[config.mk]
export PLATFORM = sky130hd
export DESIGN_NAME = sys_bus
export DESIGN_NICKNAME = d
export VERILOG_FILES = /design/src/rtl/sys_bus_pkg.sv /design/src/rtl/sys_bus_addr_dec.sv /design/src/rtl/sys_bus.sv
export SDC_FILE = /design/constraint.sdc
export NUM_CORES = 1
export LEC_CHECK = 0
export ABC_AREA = 0
export CORE_AREA = 2 2 106 108
export DETAILED_ROUTE_END_ITERATION = 16
export DIE_AREA = 0 0 108 110
export GPL_ROUTABILITY_DRIVEN = 0
export PLACE_DENSITY = 0.7
export REMOVE_ABC_BUFFERS = 1
export SLEW_MARGIN = 20
export SYNTH_ARGS = -nofsm -noshare
export SYNTH_HDL_FRONTEND = slang
export SYNTH_HIERARCHICAL = 1
export SYNTH_SLANG_ARGS = --single-unit
[constraint.sdc]
create_clock -name clk_i -period 3.1 [get_ports clk_i]
set_input_delay 0.62 -clock clk_i [delete_from_list [all_inputs] [get_ports clk_i]]
set_output_delay 0.62 -clock clk_i [all_outputs]
set_load 0.1 [all_outputs]
[src/rtl/sys_bus_pkg.sv]
// sys_bus_pkg: shared helpers for the sys_bus interconnect.
//   idx_width(n) - bit width needed to index n ports, never less than 1 bit.
`timescale 1ns/1ps
package sys_bus_pkg;

  // A single port still needs a 1-bit index so that index vectors stay legal.
  function automatic int unsigned idx_width(input int unsigned n);
    if (n > 32'd1) begin
      return $clog2(n);
    end else begin
      return 32'd1;
    end
  endfunction

endpackage

[src/rtl/sys_bus_addr_dec.sv]
// sys_bus_addr_dec: mask/base address decoder.
//   addr                  in  byte address of the winning host
//   cfg_device_addr_base  in  per-device base address
//   cfg_device_addr_mask  in  per-device address mask
//   hit                   out some device matches addr
//   dev_idx               out index of the lowest-numbered matching device
`timescale 1ns/1ps
module sys_bus_addr_dec
  import sys_bus_pkg::*;
#(
  parameter int unsigned NrDevices    = 1,
  parameter int unsigned AddressWidth = 32,
  localparam int unsigned DevIdxW     = idx_width(NrDevices)
) (
  input  logic [AddressWidth-1:0] addr,
  input  logic [AddressWidth-1:0] cfg_device_addr_base [NrDevices],
  input  logic [AddressWidth-1:0] cfg_device_addr_mask [NrDevices],
  output logic                    hit,
  output logic [DevIdxW-1:0]      dev_idx
);

  // Priority decode: the first matching device claims the access.
  always_comb begin
    hit     = 1'b0;
    dev_idx = '0;
    for (int d = 0; d < int'(NrDevices); d++) begin
      if (!hit && ((addr & cfg_device_addr_mask[d]) == cfg_device_addr_base[d])) begin
        hit     = 1'b1;
        dev_idx = DevIdxW'(d);
      end else begin
        hit = hit;
      end
    end
  end

endmodule

[src/rtl/sys_bus.sv]
// sys_bus: single-level memory-mapped interconnect, NrHosts masters to NrDevices slaves.
//   clk_i, rst_i                       clock, asynchronous active-high reset
//   host_req/addr/we/be/wdata_i        host requests
//   host_gnt_o                         combinational grant to the fixed-priority winner
//   host_rvalid/rdata/err_o            response, one cycle after grant
//   device_req_o                       request to the decoded device only
//   device_addr/we/be/wdata_o          winner's request, broadcast to all devices
//   device_rvalid/rdata/err_i          device responses
//   cfg_device_addr_base/mask          address map
// Unmapped accesses are granted and answered next cycle with err=1, rdata=0.
`timescale 1ns/1ps
module sys_bus
  import sys_bus_pkg::*;
#(
  parameter int unsigned NrDevices    = 1,
  parameter int unsigned NrHosts      = 1,
  parameter int unsigned DataWidth    = 32,
  parameter int unsigned AddressWidth = 32
) (
  input  logic                      clk_i,
  input  logic                      rst_i,
  input  logic [NrHosts-1:0]        host_req_i,
  output logic [NrHosts-1:0]        host_gnt_o,
  input  logic [AddressWidth-1:0]   host_addr_i   [NrHosts],
  input  logic [NrHosts-1:0]        host_we_i,
  input  logic [DataWidth/8-1:0]    host_be_i     [NrHosts],
  input  logic [DataWidth-1:0]      host_wdata_i  [NrHosts],
  output logic [NrHosts-1:0]        host_rvalid_o,
  output logic [DataWidth-1:0]      host_rdata_o  [NrHosts],
  output logic [NrHosts-1:0]        host_err_o,
  output logic [NrDevices-1:0]      device_req_o,
  output logic [AddressWidth-1:0]   device_addr_o  [NrDevices],
  output logic [NrDevices-1:0]      device_we_o,
  output logic [DataWidth/8-1:0]    device_be_o    [NrDevices],
  output logic [DataWidth-1:0]      device_wdata_o [NrDevices],
  input  logic [NrDevices-1:0]      device_rvalid_i,
  input  logic [DataWidth-1:0]      device_rdata_i [NrDevices],
  input  logic [NrDevices-1:0]      device_err_i,
  input  logic [AddressWidth-1:0]   cfg_device_addr_base [NrDevices],
  input  logic [AddressWidth-1:0]   cfg_device_addr_mask [NrDevices]
);

  localparam int unsigned HostIdxW = idx_width(NrHosts);
  localparam int unsigned DevIdxW  = idx_width(NrDevices);

  logic [HostIdxW-1:0]  win_s;
  logic                 any_req_s;
  logic                 dev_hit_s;
  logic [DevIdxW-1:0]   dev_idx_s;
  logic [HostIdxW-1:0]  host_sel_r;
  logic [DevIdxW-1:0]   dev_sel_r;
  logic                 unmapped_r;
  logic                 pend_r;
  logic                 rsp_valid_s;
  logic                 rsp_err_s;
  logic [DataWidth-1:0] rsp_data_s;

  // Fixed-priority arbitration: lowest-index requesting host wins.
  always_comb begin
    win_s     = '0;
    any_req_s = 1'b0;
    for (int h = 0; h < int'(NrHosts); h++) begin
      if (host_req_i[h] && !any_req_s) begin
        any_req_s = 1'b1;
        win_s     = HostIdxW'(h);
      end else begin
        any_req_s = any_req_s;
      end
    end
  end

  sys_bus_addr_dec #(
    .NrDevices    (NrDevices),
    .AddressWidth (AddressWidth)
  ) u_addr_dec (
    .addr                 (host_addr_i[win_s]),
    .cfg_device_addr_base (cfg_device_addr_base),
    .cfg_device_addr_mask (cfg_device_addr_mask),
    .hit                  (dev_hit_s),
    .dev_idx              (dev_idx_s)
  );

  // Grant and device request; both forced low while reset is held.
  always_comb begin
    host_gnt_o   = '0;
    device_req_o = '0;
    if (any_req_s && !rst_i) begin
      host_gnt_o[win_s] = 1'b1;
      if (dev_hit_s) begin
        device_req_o[dev_idx_s] = 1'b1;
      end else begin
        device_req_o = '0;
      end
    end else begin
      host_gnt_o = '0;
    end
  end

  // Winner's request is broadcast; devices qualify it with their own req.
  always_comb begin
    for (int d = 0; d < int'(NrDevices); d++) begin
      device_addr_o[d]  = host_addr_i[win_s];
      device_we_o[d]    = host_we_i[win_s];
      device_be_o[d]    = host_be_i[win_s];
      device_wdata_o[d] = host_wdata_i[win_s];
    end
  end

  // Capture winner/decode of each granted cycle; pend_r marks the one
  // outstanding response so that a transaction cut by reset is never answered.
  always_ff @(posedge clk_i or posedge rst_i) begin
    if (rst_i) begin
      host_sel_r <= '0;
      dev_sel_r  <= '0;
      unmapped_r <= 1'b0;
      pend_r     <= 1'b0;
    end else if (any_req_s) begin
      host_sel_r <= win_s;
      dev_sel_r  <= dev_idx_s;
      unmapped_r <= ~dev_hit_s;
      pend_r     <= 1'b1;
    end else begin
      unmapped_r <= 1'b0;
      pend_r     <= 1'b0;
    end
  end

  // Select the response source: error for unmapped, else the addressed device.
  always_comb begin
    rsp_valid_s = 1'b0;
    rsp_err_s   = 1'b0;
    rsp_data_s  = '0;
    if (!pend_r) begin
      rsp_valid_s = 1'b0;
    end else if (unmapped_r) begin
      rsp_valid_s = 1'b1;
      rsp_err_s   = 1'b1;
    end else if (device_rvalid_i[dev_sel_r]) begin
      rsp_valid_s = 1'b1;
      rsp_err_s   = device_err_i[dev_sel_r];
      rsp_data_s  = device_rdata_i[dev_sel_r];
    end else begin
      rsp_valid_s = 1'b0;
    end
  end

  // Route the response to the captured host; everyone else sees zeros.
  always_comb begin
    host_rvalid_o = '0;
    host_err_o    = '0;
    for (int h = 0; h < int'(NrHosts); h++) begin
      host_rdata_o[h] = '0;
    end
    if (rsp_valid_s) begin
      host_rvalid_o[host_sel_r] = 1'b1;
      host_err_o[host_sel_r]    = rsp_err_s;
      host_rdata_o[host_sel_r]  = rsp_data_s;
    end else begin
      host_rvalid_o = '0;
    end
  end

endmodule

==> results of run 1 <==
## registers in the layout, summed over array words and instances (netlist names)
name	cells
pend_r	1
unmapped_r	1
## through the flow
stage | power (mW) | setup slack [ns]
finish | 0.7519 | 0.1038
global route | 0.7817 | 0.002783
CTS | 0.7580 | 0.02856
detailed placement | 0.6497 | -0.01925
global placement | 0.6432 | -0.03526
floorplan | 0.1925 | -0.4875
## report_power, final
part           switching [mW]  internal [mW]
Sequential            0.00177         0.0277
Combinational           0.355          0.265
Clock                  0.0203         0.0821
## routing by layer
metal / share of wire, % / GRT usage, %
met1: 34 / 11.73
met2: 45 / 20.98
met3: 20 / 9.347
met4: 0.23 / 1.099
met5: 0.88 / 5.357
## logic make-up (layout without fill, tap and decap cells)
kind of cell / after synthesis / in the layout
AO/OA/AOI/OAI: 50 / 50
other: 1 / 1
buffers and inverters: 74 / 205
AND/OR/NAND/NOR: 74 / 74
flip-flops: 2 / 2
## repair_timing
item	4_1_cts	5_1_grt
endpoints found under the setup margin	1	1
pin swaps	1	6
resized for setup	1	6
buffers inserted	0	0
gates cloned	0	0
## area by class of cell
class / count / share of cell area, %
repair buffers: 201 / 65.68
flip-flops and latches: 2 / 1.439
multi-input cells: 125 / 26.55
inverters: 1 / 0.1079
well taps: 140 / 5.036
clock buffers: 3 / 1.187
## worst paths after layout
kind                                   endpoint  slack (ns)  cells after the start
worst max-delay path               device_req_o        0.10                      7
worst min-delay path           pend_r$_DFF_PP0_        0.59                      2
max in group asynchronous  unmapped_r$_DFF_PP0_        2.40                      2
min in group clk_i             pend_r$_DFF_PP0_        0.91                      1
## cell usage in the layout (no fill, tap or decap), types with 9 or more instances in the layout
| cell type | instances |
|---|---|
| a21oi_1 | 17 |
| clkdlybuf4s50_1 | 129 |
| and3_1 | 16 |
| and2_4 | 21 |
| buf_4 | 34 |
| buf_12 | 35 |
| and2_1 | 9 |
==> flow_summary.toml, run 1 <==
[run_status]
status = "finished, final reports clean"

[sta]
post-route-period-util_pct = 96.65
hold_viol = 0
fin_hold_ws_ns = 0.5941
setup_tns_ns = 0
min_period_ns = 2.996
rsz0062_at_grt = "no"
setup_viol = 0
drv_slew = 0
fmax_mhz = 333.8

[worst_setup_path]
crit_path_max_fanout = 2
cp.required_ns = 2.48
cp-end-kind = "output pin"
worst_path_max_delay_cell = "clkdlybuf4s50_1"
crit_chain = "clkdlybuf4s50_1 > a21o_1 > a211oi_2 > nand4_1 > nor4_2 > and3b_2 > buf_12"
worstSetupStartpointType = "primary input"
cp-startpoint = "cfg_device_addr_mask[22]"
critical-path-top-delay-family = "simple AND/OR/NAND/NOR gates"
worstSetupPathType = "in2out"
worst_ep_arrival_time_ns = 2.38
path_buf_inv = 2
crit_path_max_incr_delay_ns = 0.44

[die]
core-area_um2 = 10700
start_util_pct = 14.21
die_h_um = 110
row_count = 38
die_w_um = 108
io_pins = 275
die_area_um2 = 11880

[yosys]
syn_inst = 201
avgSynthCellArea_um2 = 7.563
synth_edf_count = 0
synth_top_family_by_area = "buffers and inverters"
netlist_top_cells_count = "70 x buf_4, 21 x and2_4, 17 x a21oi_1"
synth.cell_area_um2 = 1520
synth_adder_area_share_pct = 0
ys_warn_count = 6
synth_area_leaders = "buf_4 35%, and2_4 12%, and3_1 6.6%"
async_reset_ff_share_pct = 100.0
synth-simple-area-share_pct = 35.56
synthFlopType = "dfrtp_1"
yosys.area.top_type = "buf_4"
synth.most_common_cell = "buf_4"
netlist.area_leader.share_pct = 34.57
ys_types = 22
synth-seq-cells = 2
ys_seq_area_share_pct = 3.292
synthMuxAreaShare_pct = 0
synth_compound_area_share_pct = 23.87
synthXorXnorAreaFrac_pct = 0

[pwr]
p_leak_nw = 1.520
irDropWorstVdd_mv = 0.1583
power.density_nw_per_um2 = 216.2

[clock_tree]
cts_tree = "yes"
clk_pin_slew_ns = 0.03
cts-htree-levels = 1
clock-sinks = 2
max-clock-path-buffers = 2
cts_root_buf = "clkbuf_8"
cts_inserted_buffers = 3
cts_hold_buf = 0

[routing]
viasPerCell = 4.081
vias = 1926
detail-route-antenna-nets = 0
drt_wl_total_um = 8306
drcViolationCount = 0
drt_pass1_iterations = 4
wire_per_inst_um = 17.60
drtIter0Drc = 57

[global_routing]
grt_pass1_wl_um = 10410
grt_overflow = 0
antenna_found_initial = 0
track_usage_pct = 12.16
grt_pass1_vias = 1847
grt_max_degree = 33

[placement]
portBuffers = 200
hpwl_um = 7714
dpl_cell_area_um2 = 3413
dpl.cell_count = 469

[hold_path]
hold_path_class = "in2async"

[finish]
final_cells = 472
insertedDiodeCount = 0
final_core_util_pct = 32.51
multi_input_area_um2 = 923.4
nFillCells = 1109
ff_latch_area_um2 = 50.05
area_growth_pct = 128.8
postLayoutCellArea_um2 = 3478
drive_gt1_share_pct = 31.63
layout.nets = 504

[flow_run]
cap_viol_max_count = 0
Power figures use the tool's default switching activity.
==> run 2, diff against run 1 <==
--- a/config.mk
+++ b/config.mk
@@ -10,8 +10,8 @@
 export DETAILED_ROUTE_END_ITERATION = 16
 export DIE_AREA = 0 0 108 110
 export GPL_ROUTABILITY_DRIVEN = 0
+export MAX_ROUTING_LAYER = met4
 export PLACE_DENSITY = 0.7
-export REMOVE_ABC_BUFFERS = 1
 export SLEW_MARGIN = 20
 export SYNTH_ARGS = -nofsm -noshare
 export SYNTH_HDL_FRONTEND = slang
==> flow_summary.toml, run 2 (synthesis results as in run 1) <==
[clock_tree]
clk_pin_slew_ns = 0.03
cts_inserted_buffers = 3
cts_root_buf = "clkbuf_8"
cts_tree = "yes"
postCtsSetupBuffers = 0
max-clock-path-buffers = 2
cts-htree-levels = 1
cts_hold_buf = 0
clock-sinks = 2

[hold_path]
hold_path_class = "in2async"

[finish]
drive_gt1_share_pct = 33.03
insertedDiodeCount = 0
top_regs = "pend_r: 1 flops, unmapped_r: 1 flops"
final_core_util_pct = 33.09
area_growth_pct = 132.8
layout_commonest_cell = "clkdlybuf4s50_1"
layout.nets = 505
layout.cells.most_common_list = "109 x clkdlybuf4s50_1, 36 x buf_4, 34 x buf_12"

[routing]
drtIter0Drc = 44
viasPerCell = 4.013
drt_pass1_iterations = 4
vias = 1898
wire_per_inst_um = 13.55
drcViolationCount = 0
drt_wl_total_um = 6410
detail-route-antenna-nets = 0

[sta]
fin_hold_ws_ns = 0.6401
setup_viol = 0
rsz0062_at_grt = "no"
post-route-period-util_pct = 96.35
finalWorstSetupSlack_ns = 0.1132
fmax_mhz = 334.8
setup_tns_ns = 0
drv_slew = 0
min_period_ns = 2.987
hold_viol = 0

[global_routing]
grt_overflow = 0
track_usage_pct = 9.443
antenna_found_initial = 0
grt_pass1_wl_um = 8673
grt_max_degree = 33
grt_pass1_vias = 1858

[die]
row_count = 38
die_w_um = 108
io_pins = 275
die_h_um = 110
core-area_um2 = 10700
die_area_um2 = 11880
start_util_pct = 14.21

[worst_setup_path]
worst_ep_arrival_time_ns = 2.37
cp-startpoint = "cfg_device_addr_mask[5]"
cp.required_ns = 2.48
cp-end-kind = "output pin"
endpoint = "device_req_o"
worstSetupPathType = "in2out"
crit_path_max_fanout = 2
worstSetupStartpointType = "primary input"

[placement]
pre_cts_slack_ns = -0.05951
portBuffers = 200
hpwl_um = 5874

[yosys]
syn_nets = 371

[pwr]
p_leak_nw = 1.709
power.density_nw_per_um2 = 210.4
irDropWorstVdd_mv = 0.1135
power_mw = 0.7449

[flow_run]
cap_viol_max_count = 0

[run_status]
status = "finished, final reports clean"
## run 2: how the worst min path moves through the flow
stage / to / startpoint / cells past startpoint
after floorplan: pend_r$_DFF_PP0_ / rst_i / 1
after global placement: pend_r$_DFF_PP0_ / rst_i / 2
after detailed placement: unmapped_r$_DFF_PP0_ / rst_i / 2
after CTS: unmapped_r$_DFF_PP0_ / rst_i / 2
after global routing: unmapped_r$_DFF_PP0_ / rst_i / 2
final: unmapped_r$_DFF_PP0_ / rst_i / 2
## run 2: layout make-up
cell class,count,area (um^2)
clock buffers,3,41.29
fillers,1100,7158
inverters,1,3.754
multi-input cells,125,939.7
flip-flops and latches,2,50.05
well taps,140,175.2
repair buffers,202,2330
## run 2: where the power goes
| group | total, mW | switching, mW | leakage [nW] | internal, mW |
|---|---|---|---|---|
| registers | 0.0288 | 0.00114 | 0.0233 | 0.0277 |
| logic | 0.615 | 0.355 | 1.66 | 0.260 |
| clock network | 0.101 | 0.0189 | 0.0216 | 0.0820 |
| total | 0.745 | 0.375 | 1.71 | 0.370 |
## run 2: per-layer routing
layer | share of wire [%] | wire, um | global-route usage, % | vias to the layer above
li1 | - | - | - | 913
met1 | 32 | 2034 | 8.489 | 854
met2 | 57 | 3646 | 19.59 | 115
met3 | 10 | 652 | 2.352 | 16
met4 | 1.2 | 76 | 2.289 | 0
met5 | 0 | 0 | - | -
## run 2: critical path, cell delays in order
cell             delay, ns
clkdlybuf4s50_1       0.52
a21boi_0              0.14
a211oi_2              0.25
nand4_1               0.18
nor4_2                0.22
and3b_2               0.26
buf_12                0.17
## run 2: repair_timing
item                                    4_1_cts  5_1_grt
endpoints found under the setup margin        1        1
cloned                                        0        0
pin swaps                                     2       14
resized for setup                             3       29
## run 2: stage by stage
stage	cell area, um^2	cells
6_report	3540	473
5_1_grt	3540	473
4_1_cts	3463	473
3_5_place_dp	3411	470
3_3_place_gp	3411	470
2_1_floorplan	1523	201
